File: config.mk
export PLATFORM = sky130hd
export DESIGN_NAME = serial_receiver
export DESIGN_NICKNAME = d
export VERILOG_FILES = /design/src/rtl/serial_receiver.sv
export SDC_FILE = /design/constraint.sdc
export NUM_CORES = 1
export LEC_CHECK = 0
export ABC_AREA = 1
export BUFFER_PORTS_ARGS = -buffer_cell sky130_fd_sc_hd__buf_2
export CORE_MARGIN = 2
export CORE_UTILIZATION = 55
export CTS_BUF_LIST = sky130_fd_sc_hd__clkbuf_8
export CTS_CLUSTER_SIZE = 10
export DETAILED_ROUTE_END_ITERATION = 10
export GPL_ROUTABILITY_DRIVEN = 1
export PLACE_DENSITY = 0.86
export SETUP_SLACK_MARGIN = 0.02
export SLEW_MARGIN = 20
export SYNTH_ARGS = -nofsm -noshare
export SYNTH_HDL_FRONTEND = slang
export SYNTH_SLANG_ARGS = --single-unit
File: constraint.sdc
create_clock -name Clk -period 3.7 [get_ports Clk]
set_clock_uncertainty 0.2 [all_clocks]
set_input_delay 0.185 -clock Clk [delete_from_list [all_inputs] [get_ports Clk]]
set_output_delay 0.185 -clock Clk [all_outputs]
set_load 0.005 [all_outputs]
File: src/rtl/serial_receiver.sv
// Receive side of the SIZE-bit serial link: gathers MSB-first chunks into a
// 32-bit word and reports completion with a hold-until-release handshake.
module serial_receiver #(
  parameter int SIZE = 1
) (
  input  logic            Clk,
  input  logic            Reset,
  input  logic [SIZE-1:0] Din,
  input  logic            DinValid,
  input  logic            StartRx,
  output logic [31:0]     DataOut,
  output logic            RxBusy,
  output logic            RxDone,
  output logic            Overrun
);
  localparam int N  = (32 + SIZE - 1) / SIZE;
  localparam int W  = N * SIZE;
  localparam int CW = $clog2(N + 1);
  localparam logic [CW-1:0] LAST = CW'(N - 1);

  typedef enum logic [1:0] {IDLE, RECEIVE, DONE} state_t;

  state_t          state_q;
  logic [CW-1:0]   cnt_q;
  logic [W-1:0]    sh_q;
  logic [W-1:0]    sh_d;

  // With a single chunk per word the shift simply replaces the register.
  if (N == 1) begin : g_one
    assign sh_d = Din;
  end else begin : g_many
    assign sh_d = {sh_q[W-SIZE-1:0], Din};
  end

  always_ff @(posedge Clk) begin
    if (Reset) begin
      state_q <= IDLE;
      cnt_q   <= '0;
      sh_q    <= '0;
      DataOut <= '0;
      RxBusy  <= 1'b0;
      RxDone  <= 1'b0;
      Overrun <= 1'b0;
    end else begin
      case (state_q)
        IDLE: begin
          if (StartRx) begin
            state_q <= RECEIVE;
            RxBusy  <= 1'b1;
            Overrun <= 1'b0;
            cnt_q   <= '0;
            sh_q    <= '0;
          end
        end
        RECEIVE: begin
          // Abort takes priority over a final chunk arriving the same cycle.
          if (!StartRx) begin
            state_q <= IDLE;
            RxBusy  <= 1'b0;
            cnt_q   <= '0;
            sh_q    <= '0;
          end else if (DinValid) begin
            sh_q <= sh_d;
            if (cnt_q == LAST) begin
              state_q <= DONE;
              DataOut <= sh_d[W-1 -: 32];
              RxBusy  <= 1'b0;
              RxDone  <= 1'b1;
              cnt_q   <= '0;
            end else begin
              cnt_q <= cnt_q + 1'b1;
            end
          end
        end
        DONE: begin
          if (DinValid) Overrun <= 1'b1;
          if (!StartRx) begin
            state_q <= IDLE;
            RxDone  <= 1'b0;
          end
        end
        default: state_q <= IDLE;
      endcase
    end
  end
endmodule

# Word level (Yosys, flattened, before mapping)
# Index checks and enable logic that the tools add are counted.
# word_totals
reg_bits	74
latch_bits	0
ram_bits	0
mem_bits_ro	0
inputBits	5
wordCells	57
memories	0
# op_classes
add_sub_neg	1
multipliers	0
div	0
order_cmp	0
n_eq_ne	11
shift	0
muxes	28
bitwise	0
n_reduce_logical	10
# ops
operator	count
$mux 31	3
$pmux 31 s2	1
$mux 6	4
$ne 2x2->1 const B	6
$pmux 6 s2	1
$reduce_and 4->1	3
$mux 1	10
$mux 2	5
$add 6x1->6 const B	1
$eq 6x5->1 const B	1
$ne 3x3->1 const B	2
$pmux 1 s2	3
$pmux 2 s3	1
$reduce_and 3->1	2
$reduce_bool 2->1	3
$reduce_and 5->1	1
$eq 2x1->1 const B	1
$eq 2x2->1 const B	1
$logic_not 2->1	1

# Depth between registers and ports, before layout
# Gate-level depths: netlist of run 1.
# depth
word_depth	5
depth_mapped	9
ltp_nobuf	8

# Worst setup path before layout of run 1
# Ideal clock, no wire load.
# synth_timing
path_type	flip-flop to flip-flop
start	reg cnt_q[1]
end	reg DataOut[0]
setup_ns	0.113
t_arrival_ns	1.226
path_slack_ns	2.161
stages_incl_launch_ff	9
n_path_buf	2
period_less_slack_ns	1.539
cell_sequence	dfxtp_1 > ha_1 > nand3_1 > nor2_1 > nand3_1 > buf_6 > buf_2 > nor2_1 > nor2_1
# synth_between
elab_chain_len	2
# synth_rtl
element	line_no	rtl
start: declaration	24	logic [CW-1:0] cnt_q;
start signal: assignment	71	cnt_q <= cnt_q + 1'b1;
$eq 6x5->1	64	if (cnt_q == LAST) begin
$reduce_and 4->1 (no source line)	--	
end signal: assignment	66	DataOut <= sh_d[W-1 -: 32];
end: declaration	11	output logic [31:0] DataOut,
# No other way between the ends.
# A chain may end at the register's enable or synchronous reset.

# Worst setup path after layout of run 1
# layout_timing
start	reg state_q[0]
end	reg DataOut[5]
# layout_between
elab_chain_len	2
# layout_rtl
element	line_no	rtl
start: declaration	23	state_t state_q;
start signal: assignment	37	state_q <= IDLE;
start signal: assignment	48	state_q <= RECEIVE;
start signal: assignment	58	state_q <= IDLE;
$eq 2x1->1	45	case (state_q)
$reduce_and 4->1 (no source line)	--	
# No other way between the ends.

==> flow_metrics.tcl, run 1 <==
set metrics [dict create \
    internal-power_mw 1.32 \
    grt_pass1_vias 2362 \
    top_layer "met4" \
    start_util 0.562 \
    final_common_cell "nand2_1" \
    dr.pass1.iters 4 \
    postLayoutCellArea_um2 3470 \
    grt.total_usage 0.206 \
    p_clk_frac 0.431 \
    grt_first_pass_wirelength_mm 10.2 \
    die_h_um 78.3 \
    antenna_found_initial 0 \
    core_um2 5410 \
    cp-end-kind "flip-flop" \
    gp_congestion 0.713 \
    yosysUniqueCellTypes 18 \
    fin_crit_sh 0.644 \
    place_hpwl_mm 3.52 \
    route.antenna.remaining_nets 0 \
    hold_slack_ps 60.7 \
    synth_nets 447 \
    antenna_cells 0 \
    cts_buffers 9 \
    grt_max_degree 45 \
    critPathKind "flip-flop to flip-flop" \
    clk_pin_slew_worst_paths_ps 70 \
    cts_tree "done" \
    synth_top_family_by_area "simple AND/OR/NAND/NOR gates" \
    m1WireLength_mm 2.62 \
    io_buffers 39 \
    slew_headroom 0.570 \
    die_area_um2 6130 \
    fp.dieW_um 78.3 \
    wl_met2_mm 2.85 \
    swShare 0.254 \
    synth_area_um2 3040 \
    switching_power_mw 0.448 \
    routed_wl_mm 5.74 \
    synth.area.mux_share 0 \
    synth-edff-count 0 \
    drcViolationCount 0 \
    rows 27 \
    syn2layout_area_growth_pct 14.3 \
    wl_per_cell_um 10.5 \
    final_hold_viol_count 0 \
    synth_seq_cells 74 \
    drtIter0Drc 142 \
    synth_flop_cell "dfxtp_1" \
    utilization 0.642 \
    synth_xor_area_frac 0 \
    ir_drop_mv 0.309 \
    status "completed" \
    setup_tns_ps 0 \
    fin_crit_ps 2380 \
    arrival_ps 2460 \
    num_io_pins 40 \
    hold_start "StartRx" \
    yosysWarnings 0 \
    rsz0062_at_grt "no" \
    clk_path_buf_depth 2 \
    cap_violations 0 \
    hold_class "primary input to flip-flop" \
    fmaxAchievable_mhz 420 \
    synth_compound_area_frac 0.0783 \
    num_vias 2633 \
    drv_slew 0 \
    p_leak_nw 1.71 \
    htree_levels 3 \
    clock-sinks 74 \
    worstPathRequired_ps 3770 \
    final_net_count 476 \
    tightest_slew_ps 644 \
    seq_power_share 0.464 \
    p_per_area_nw_per_um2 509 \
    rrSetupSlack_ps 1320 \
    viasPerCell 4.81 \
    final_cell_mix "nand2_1, nor2_1, dfxtp_1" \
    yosys.area_share.simple 0.323 \
    critPathLaunchType "flip-flop" \
    path_max_fanout 41 \
    post_dp_cell_area_um2 3200 \
    clock_latency_ps 340 \
    reg2reg_from "state_q[0]" \
    startpoint "state_q[0]" \
    setup_viol 0 \
    gr-total-overflow 0 \
    cts_setup_buffers 0 \
    syn_inst 441 \
    final_layout_size_suffix_gt1_frac 0.135 \
    seq_area_frac_synth 0.488 \
    async_flop_share 0 \
    synth-adder-area-share 0.00412 \
    syn_avg_cell_area_um2 6.89 \
    combinationalPowerShare 0.105 \
    dr_wl_met3_um 195 \
    clock-root-buffer "clkbuf_8" \
]
==> layer usage <==
metal  vias to the layer above  track usage
met2                        50        0.360
li1                       1411            -
met4                         0       0.0912
met1                      1164        0.244
met5                         -            0
met3                         8       0.0414
==> through the flow <==
step	std cells	worst slack, ps	total power, mW
CTS	547	1320	1.78
global route	547	1080	1.85
finish	547	1320	1.77
global placement	529	1430	1.02
floorplan	441	2160	0.994
detailed placement	529	1350	1.02
==> kinds of logic after synthesis <==
family | count (synthesis)
and+or+nand+nor | 246
buffers and inverters | 73
adders and majority gates | 1
AOI/OAI and AO/OA | 47
DFF | 74
==> timing repair <==
item | in CTS | in global routing
gates resized for setup | 0 | 0
hold endpoints to repair | 3 | 0
hold buffers | 2 | 0
==> synthesized netlist by cell type, types with 2 or more instances <==
cell type	count	area [µm²]
a21oi_1	38	190
buf_2	14	70.1
buf_4	3	22.5
buf_6	3	33.8
clkbuf_1	6	22.5
dfxtp_1	74	1480
inv_1	46	173
nand2_1	126	473
nand3_1	38	190
nor2_1	78	293
nor2_2	2	12.5
o21ai_0	7	35.0
==> registers in the layout, indices dropped and copies added (netlist names) <==
register	flops
Overrun	1
state_q	2
sh_q	31
DataOut	32
cnt_q	6
RxBusy	1
RxDone	1
==> power groups by stage <==
stage	Combinational [mW]	Sequential [mW]	Clock [mW]
after floorplan	0.158	0.836	0
after global placement	0.181	0.836	0
after detailed placement	0.183	0.837	0
after CTS	0.186	0.819	0.777
after global routing	0.213	0.821	0.812
final	0.186	0.820	0.762
==> worst paths after layout <==
path | to | depth (start not counted)
max | DataOut[5] | 8
max reg2reg | DataOut[5] | 8
min | RxDone | 5
min reg2reg | RxDone | 2
==> worst max-delay path: stages (launching register included) <==
cell and delay, ps:
dfxtp_1 430, nand2_1 110, nor2_2 90, buf_4 350
nand3_2 410, buf_4 420, nand2_1 110, nand2_1 50
nor2_1 120
==> layout make-up <==
cell class	count	area, µm²
Fill cell	496	1930
Sequential cell	74	1480
Multi-Input combinational cell	294	1230
Timing Repair Buffer	44	238
Inverter	47	176
Clock buffer	10	138
Clock inverter	6	114
Tap cell	72	90.1
No activity file was read; power rests on OpenSTA's default activity.
==> run 2: changes to the inputs <==
ABC_AREA = 0   (was 1)
CORE_UTILIZATION = 53   (was 55)
PLACE_DENSITY = 0.87   (was 0.86)
clock period = 1.9 ns   (was 3.7 ns; I/O delays follow)
==> run 2 against run 1 <==
- clock-buffer cell count fell by 1
- core utilization grew 0.36 points
- setup slack worse by 1200 ps
- worst hold slack better by 190 ps
- sequential cell count unchanged
- non-clock buffer count increased by 10
- critical path depth is 2 lower
- first-iteration DRC count rose by 54%
- wire length decreased by 0.75%
- synthesized cell count fell by 23%
- largest cell class unchanged
==> flow_metrics.tcl, run 2 <==
set metrics [dict create \
    status "completed" \
    htree_levels 3 \
    clk_pin_slew_worst_paths_ps 70 \
    gr-total-overflow 0 \
    clock_latency_ps 350 \
    seq_area_frac_synth 0.534 \
    critPathLaunchType "flip-flop" \
    path_max_fanout 32 \
    synth.area.mux_share 0 \
    synth_top_area_share 0.534 \
    ir_drop_mv 0.605 \
    cts_tree "done" \
    yosysUniqueCellTypes 31 \
    largest_reg_flops 32 \
    synth_seq_cells 74 \
    setup_viol 0 \
    die_h_um 76.3 \
    utilization 0.646 \
    hold_class "flip-flop to flip-flop" \
    grt_max_degree 47 \
    cts_buffers 9 \
    synth-edff-count 0 \
    async_flop_share 0 \
    yosysTopAreaCell "dfxtp_1" \
    seq_power_share 0.528 \
    tightest_slew_ps 441 \
    top_register "DataOut" \
    cp_num_buf_inv 1 \
    internal-power_mw 2.31 \
    final_layout_size_suffix_gt1_frac 0.178 \
    setup_ws_ps 134 \
    synth_area_um2 2770 \
    gp_congestion 0.873 \
    combinationalPowerShare 0.040 \
    clock-root-buffer "clkbuf_8" \
    syn_inst 341 \
    start_util 0.547 \
    synth_nets 347 \
    slew_headroom 0.706 \
    swShare 0.215 \
    final_cell_mix "nand2_1, dfxtp_1, a21oi_1" \
    arrival_ps 1830 \
    cap_violations 0 \
    critPathSlowestCell "dfxtp_1" \
    synth_xor_area_frac 0.00631 \
    path_delay_family "simple AND/OR/NAND/NOR gates" \
    synth_top_family_by_area "simple AND/OR/NAND/NOR gates" \
    fp.dieW_um 76.3 \
    pre_cts_ws_ps 140 \
    grt.total_usage 0.213 \
    final_net_count 385 \
    syn_avg_cell_area_um2 8.13 \
    fin_crit_sh 0.930 \
    grt_first_pass_wirelength_mm 9.98 \
    synth.area.top_cells "dfxtp_1, nand2_1, a21oi_1" \
    grt_pass1_vias 2190 \
    cp_common_cell "and3_1" \
    synth_flop_cell "dfxtp_1" \
    clock-sinks 74 \
    rows 26 \
    place_hpwl_mm 3.60 \
    hold_slack_ps 249 \
    viasPerCell 5.32 \
    synth_compound_area_frac 0.151 \
    antenna_cells 0 \
    drcViolationCount 0 \
    fmaxAchievable_mhz 566 \
    dr.pass1.iters 4 \
    io_buffers 39 \
    clk_path_buf_depth 2 \
    critPathKind "flip-flop to flip-flop" \
    crit_chain "ha_1 > and3_1 > and3_1 > buf_12 > nand2_1 > a21oi_1" \
    ys_top_cells_by_count "nand2_1, dfxtp_1, a21oi_1" \
    num_io_pins 40 \
    slowest_delay_ps 370 \
    p_leak_nw 1.21 \
    cts_setup_buffers 0 \
    synth-adder-area-share 0.00451 \
    num_vias 2412 \
    p_per_area_nw_per_um2 900 \
    rsz0062_at_grt "no" \
    routed_wl_mm 5.70 \
    route.antenna.remaining_nets 0 \
    setup_tns_ps 0 \
    yosys.cell_count.top_type "nand2_1" \
    worstPathRequired_ps 1970 \
    yosysWarnings 0 \
    wl_per_cell_um 12.6 \
    final_hold_viol_count 0 \
    top_regs "DataOut: 32 flops, sh_q: 31 flops, cnt_q: 6 flops" \
    drv_slew 0 \
    yosys.area_share.simple 0.245 \
    antenna_found_initial 0 \
    core_um2 5070 \
    switching_power_mw 0.635 \
    cp-end-kind "flip-flop" \
    drtIter0Drc 218 \
    p_clk_frac 0.432 \
    final_common_cell "nand2_1" \
    syn2layout_area_growth_pct 18.2 \
    fin_crit_ps 1770 \
    die_area_um2 5830 \
]
[run 2: cell count changes after synthesis, moves of 3 or more]
cell      delta
buf_2        -6
clkbuf_1     +5
nor2_1      -74
nand2_1     -30
and3b_1      +3
a21oi_1     +31
nand3_1      -3
o21ai_0      -3
inv_1       -43
[run 2: worst paths after layout]
kind / from / end / slack [ps] / cells after the start
setup reg to reg: cnt_q[1] / DataOut[8] / 130 / 6
hold reg to reg: DataOut[18] / DataOut[18] / 250 / 2
setup / recovery: cnt_q[1] / DataOut[8] / 130 / 6
hold / removal: DataOut[18] / DataOut[18] / 250 / 2
[run 2: layout make-up]
| type | instances | area (µm²) |
|---|---|---|
| tap | 70 | 87.6 |
| fill | 427 | 1800 |
| clock inverter | 6 | 82.6 |
| timing repair buffer | 54 | 355 |
| clock buffer | 9 | 124 |
| multi-input combinational | 237 | 1130 |
| sequential | 74 | 1480 |
| inverter | 3 | 11.3 |
[run 2: layer usage]
layer / up-vias / part of all wire / track usage
met5: - / 0 / 0
met4: 0 / 0.022 / 0.115
met3: 11 / 0.051 / 0.0498
met2: 64 / 0.48 / 0.335
met1: 1116 / 0.44 / 0.271
li1: 1221 / - / -
[run 2: power by group through the flow]
stage               Clock [mW]  Combinational (mW)  Sequential, mW
detailed placement           0               0.109            1.59
floorplan                    0              0.0791            1.59
global route              1.36               0.129            1.56
global placement             0               0.109            1.59
finish                    1.27               0.118            1.56
CTS                       1.29               0.116            1.56
[run 2: worst min-delay path, cell delays in order (launching register included)]
cell and delay [ps]:
dfxtp_1 310, nand2_1 50, a21oi_1 50
[run 2: per-stage QoR]
step	power, mW	std cells	cell area, µm²
detailed placement	1.70	434	3030
global placement	1.70	434	3030
CTS	2.97	453	3270
finish	2.95	453	3280
global route	3.05	453	3280
floorplan	1.67	341	2770
[run 2: cells by family (layout without fill, tap and decap cells)]
logic type / count (synthesis) / after routing
XOR/XNOR: 2 / 2
buffers and inverters: 30 / 72
adder cells (fa/ha/maj): 1 / 1
AO/OA/AOI/OAI: 80 / 80
flip-flops: 74 / 74
AND/OR/NAND/NOR: 154 / 154
[run 2: timing repair]
action,4_1_cts,5_1_grt
endpoints found under the setup margin,0,32
hold buffers,4,0
endpoints found under the hold margin,9,0
resized for setup,0,2
